===== config.mk =====
export PLATFORM = sky130hd
export DESIGN_NAME = bcd_scan_counter
export DESIGN_NICKNAME = d
export VERILOG_FILES = /design/src/rtl/bcd_scan_counter.sv
export SDC_FILE = /design/constraint.sdc
export NUM_CORES = 1
export LEC_CHECK = 0
export ABC_AREA = 1
export CAP_MARGIN = 40
export CELL_PAD_IN_SITES_DETAIL_PLACEMENT = 1
export CELL_PAD_IN_SITES_GLOBAL_PLACEMENT = 2
export CORE_AREA = 2 2 71 86
export DETAILED_ROUTE_END_ITERATION = 10
export DIE_AREA = 0 0 73 88
export HOLD_SLACK_MARGIN = 0.1
export PLACE_DENSITY = 0.92
export RECOVER_POWER = 25
export SLEW_MARGIN = 20
export SYNTH_ARGS = -nofsm -noshare
export SYNTH_HDL_FRONTEND = slang
export SYNTH_SLANG_ARGS = --single-unit

===== constraint.sdc =====
create_clock -name clk -period 4.2 [get_ports clk]
set_input_delay 1.05 -clock clk [delete_from_list [all_inputs] [get_ports clk]]
set_output_delay 1.05 -clock clk [all_outputs]
set_load 0.05 [all_outputs]

===== src/rtl/bcd_scan_counter.sv =====
// Two-digit BCD up/down counter with button synchronisers and a
// free-running scan divider that drives a 2:1 digit selector.
module bcd_scan_counter #(
  parameter int SCAN_DIV  = 50000,
  parameter int MAX_COUNT = 99,
  parameter bit BLANK_LZ  = 1'b1
) (
  input  logic       clk,
  input  logic       rst_n,
  input  logic       inc,
  input  logic       dec,
  input  logic       clr,
  output logic [3:0] ones_bcd,
  output logic [3:0] tens_bcd,
  output logic       digit_sel,
  output logic       blank,
  output logic       wrap
);

  localparam int DW = $clog2(SCAN_DIV);
  localparam logic [DW-1:0] DIV_LAST = DW'(SCAN_DIV - 1);
  localparam logic [3:0] MAX_T = 4'(MAX_COUNT / 10);
  localparam logic [3:0] MAX_O = 4'(MAX_COUNT % 10);

  logic [1:0]    inc_sync_q, dec_sync_q;
  logic          inc_hist_q, dec_hist_q;
  logic          inc_pulse, dec_pulse;
  logic          step_up, step_dn;
  logic [3:0]    ones_q, ones_d;
  logic [3:0]    tens_q, tens_d;
  logic          wrap_q, wrap_d;
  logic [DW-1:0] div_q, div_d;
  logic          sel_q, sel_d;
  logic          at_max, at_zero;

  always_ff @(posedge clk or negedge rst_n) begin
    if (!rst_n) begin
      inc_sync_q <= '0;
      dec_sync_q <= '0;
      inc_hist_q <= 1'b0;
      dec_hist_q <= 1'b0;
    end else begin
      inc_sync_q <= {inc_sync_q[0], inc};
      dec_sync_q <= {dec_sync_q[0], dec};
      inc_hist_q <= inc_sync_q[1];
      dec_hist_q <= dec_sync_q[1];
    end
  end

  assign inc_pulse = inc_sync_q[1] & ~inc_hist_q;
  assign dec_pulse = dec_sync_q[1] & ~dec_hist_q;
  // Simultaneous presses cancel out
  assign step_up   = inc_pulse & ~dec_pulse;
  assign step_dn   = dec_pulse & ~inc_pulse;
  assign at_max    = (ones_q == MAX_O) && (tens_q == MAX_T);
  assign at_zero   = (ones_q == 4'd0) && (tens_q == 4'd0);

  always_comb begin
    ones_d = ones_q;
    tens_d = tens_q;
    wrap_d = 1'b0;
    if (clr) begin
      ones_d = 4'd0;
      tens_d = 4'd0;
    end else if (step_up) begin
      if (at_max) begin
        ones_d = 4'd0;
        tens_d = 4'd0;
        wrap_d = 1'b1;
      end else if (ones_q == 4'd9) begin
        ones_d = 4'd0;
        tens_d = tens_q + 4'd1;
      end else begin
        ones_d = ones_q + 4'd1;
      end
    end else if (step_dn) begin
      if (at_zero) begin
        ones_d = MAX_O;
        tens_d = MAX_T;
        wrap_d = 1'b1;
      end else if (ones_q == 4'd0) begin
        ones_d = 4'd9;
        tens_d = tens_q - 4'd1;
      end else begin
        ones_d = ones_q - 4'd1;
      end
    end
  end

  always_comb begin
    div_d = div_q + 1'b1;
    sel_d = sel_q;
    if (div_q == DIV_LAST) begin
      div_d = '0;
      sel_d = ~sel_q;
    end
  end

  always_ff @(posedge clk or negedge rst_n) begin
    if (!rst_n) begin
      ones_q <= 4'd0;
      tens_q <= 4'd0;
      wrap_q <= 1'b0;
      div_q  <= '0;
      sel_q  <= 1'b0;
    end else begin
      ones_q <= ones_d;
      tens_q <= tens_d;
      wrap_q <= wrap_d;
      div_q  <= div_d;
      sel_q  <= sel_d;
    end
  end

  assign ones_bcd  = ones_q;
  assign tens_bcd  = tens_q;
  assign wrap      = wrap_q;
  assign digit_sel = sel_q;
  assign blank     = BLANK_LZ & sel_q & (tens_q == 4'd0);

endmodule


==> flow_summary_export.csv <==
group,metric,value,unit
outcome,status,"complete, no violations",
yosys,yosysUniqueCellTypes,25,
critical_path,critPathLaunchType,"flip-flop",
yosys,synthesis.area,0.00199,sq mm
cts,cts_sinks,32,
critical_path,critPathTopFamily,"buffers and inverters",
sta,setup-tns-final,0,ns
cells_and_area,n_antenna_cell,0,
critical_path,slowest_stage,"clkdlybuf4s50_1",
floorplanning,core_area,0.00559,sq mm
detailed_routing,wl,4590,um
yosys,ys_async_sr_fraction,100,%
detailed_routing,drc,0,
yosys,yosysMostFrequentCell,"nand2_1",
cts,cts-root-buf,"clkbuf_8",
grt,antenna_found_initial,0,
grt,overflow,0,
critical_path,path_buf_inv,3,
detailed_routing,antenna_left,0,
critical_path,r2r-start,"ones_bcd[0]",
grt,grt_pass1_vias,1767,
critical_path,arrival,2.20,ns
cts,postCtsSetupRepairBufs,0,
yosys,synth.net_count,273,
yosys,yosys-top-cells-area,"dfrtp_1 40%, nand2_1 12%, nand3_1 6.0%, ha_1 5.6%, nor2_1 5.6%",
placement,dp_cells,337,
critical_path,cp.required,3.15,ns
pwr,p_per_area,503,mW/mm^2
detailed_routing,via_per_inst,4.86,
worst_hold_path,whs_endpoint,"dec_sync_q[1]",
floorplanning,ios,16,
worst_hold_path,hp-class,"reg -> reg",
yosys,syn_area_per_cell,7.70,sq um
critical_path,critical_path.max_fanout,8,
yosys,synth_ff_type,"dfrtp_1",
cells_and_area,nNetsFinal,294,
critical_path,cpPeakStageDelay,0.85,ns
yosys,synthAdderAreaFrac,5.65,%
grt,groute.usage.overall,16.3,%
yosys,yosysTopAreaCellShare,40.2,%
floorplanning,die_w,73,um
critical_path,crit_type,"reg -> out",
sta,fmax,0.308,GHz
sta,finalHoldViolations,0,
floorplanning,die_area,0.00642,sq mm
worst_hold_path,min_from,"dec_sync_q[0]",
critical_path,path_cells,"inv_1 > ha_1 > inv_1 > nor4_1 > clkdlybuf4s50_1",
cells_and_area,drive_gt1_share,12.1,%
yosys,synth_compound_area_share,3.52,%
sta,rsz0062_at_grt,"no",
yosys,ys_warn_count,0,
cts,cts_made_buffers,5,
placement,dp_hpwl,3540,um
sta,fin_crit,3.25,ns
cts,clk_pin_slew,0.07,ns
sta,maxSlewHeadroom,66.0,%
placement,dpl_cell_area,0.00221,sq mm
yosys,synth_area_leader_cell,"dfrtp_1",
cts,clock_path_buffers,2,
run,max_cap_violations,0,
critical_path,rr_endpoint,"tens_bcd[2]",
cells_and_area,fin_util,41.7,%
floorplanning,start_util,35.6,%
worst_hold_path,holdPathStages,0,
yosys,synth_edf_count,0,
sta,period_share,77.4,%
pwr,power.leakage,1.18,nW
yosys,ys_ff_latch,32,
yosys,synth_mux_area_share,0,%
placement,pre_cts_slack,1.26,ns
pwr,p_total,1.17,mW
sta,hold_slack,0.351,ns
detailed_routing,drtIter0Drc,48,
detailed_routing,vias,1676,
cells_and_area,final_cells,345,
yosys,synthSimpleGateAreaFrac,37.1,%
cts,cts_max_level,2,
sta,setup_viol,0,
critical_path,ff2ff_path_depth,9,
yosys,yosys-top-cells-count,"66 x nand2_1, 32 x dfrtp_1, 30 x nor2_1, 29 x inv_1, 24 x nand3_1",
critical_path,ff2ff_setup_slack,2.59,ns
pwr,peakVddDrop,0.184,mV
grt,grt_pass1_wl,8000,um
sta,worstMarginPinSlew,0.509,ns
sta,final-max-slew-violation-count,0,
yosys,synth_xor_area_share,4.83,%
floorplanning,rows,30,
yosys,synth_top_family_by_area,"simple AND/OR/NAND/NOR gates",
cells_and_area,syn_to_final_growth,16.9,%
cts,clk_latency,0.28,ns
yosys,syn_inst,259,
yosys,ys_seq_area_share,40.2,%
cts,post_cts_resized,0,
placement,place.gp.congestion,0.815,
cts,cts_tree,"built",
placement,io_buffers,15,
sta,final.setup.worst_slack,0.948,ns
grt,grt_max_degree,33,
detailed_routing,wire_per_inst,13.3,um
critical_path,setup.worst_path.start,"tens_bcd[0]",
cts,hold_buffers,0,
critical_path,endpoint_kind,"output pin",
critical_path,critical_path.most_common_cell,"inv_1",
floorplanning,die_h,88,um
sta,fin_worst_skew,0.00667,ns
detailed_routing,dr.pass1.iters,4,
cells_and_area,final_area,0.00233,sq mm
cell families (layout without fill, tap and decap cells):
| logic type | count (synthesis) | after routing |
|---|---|---|
| buf+inv | 41 | 63 |
| compound gates | 14 | 14 |
| flops | 32 | 32 |
| simple gates | 152 | 152 |
| fa+ha+maj | 9 | 9 |
| xor+xnor | 11 | 11 |
cells in the final DEF, fill, tap and decap left out:
master and instances:
clkbuf_8 7, nand2_1 68, a21oi_1 4, inv_1 31
nor3_1 6, clkdlybuf4s50_1 13, o21ai_0 5, bufinv_16 1
inv_6 1, nand2_4 2, dfrtp_1 32, or2_2 1
nand3_1 24, nor2_1 30, inv_2 7, nand3_4 2
o21ai_1 5, nor2_4 5, nor3_2 2, nand2_2 3
xnor2_1 1, nor4_1 1, buf_4 1, xor2_1 10
ha_1 9, nand4_1 5, nor3b_1 1, nor2_2 2
dlygate4sd3_1 2
where the power goes:
part | total (mW) | internal [mW] | switching, mW
Combinational | 0.442 | 0.155 | 0.287
Clock | 0.326 | 0.209 | 0.116
Sequential | 0.404 | 0.338 | 0.0662
Total | 1.17 | 0.702 | 0.470
worst register-to-register path, cell delays in order (launching register included):
cell     delay, ns
dfrtp_1       0.45
inv_1         0.15
ha_1          0.25
nand2_4       0.07
nor2_2        0.15
nand2_1       0.12
nand3_1       0.14
nand2_1       0.06
nand2_1       0.06
nand2_1       0.04
layout make-up:
cell class              instances  area [sq um]
fillers                       702          3260
multi-input cells             186          1010
flip-flops and latches         32           801
repair buffers                 16           158
inverters                      39           151
clock buffers                   7          96.3
well taps                      64          80.1
clock inverters                 1          30.0
how the worst max path moves through the flow:
stage	to	slack (ns)	cells after the start
after floorplan	blank	0.65	4
after global placement	blank	1.31	5
after detailed placement	blank	1.26	5
after CTS	blank	0.95	5
after global routing	blank	0.86	5
final	blank	0.95	5
flip-flops by register name (all words and copies together), names as in the netlist, 2 cells and up:
| name | count |
|---|---|
| inc_sync_q | 2 |
| dec_sync_q | 2 |
| ones_bcd | 4 |
| div_q | 16 |
| tens_bcd | 4 |
layer usage:
metal / part of all wire (%) / global-route usage (%) / vias up / wire [um]
li1: - / - / 847 / -
met1: 44 / 18.6 / 799 / 2010
met2: 52 / 29.2 / 22 / 2370
met3: 2.7 / 3.34 / 8 / 126
met4: 1.9 / 6.73 / 0 / 88
met5: 0 / 0 / - / 0
Note: power is estimated with default switching activity, not from simulation.
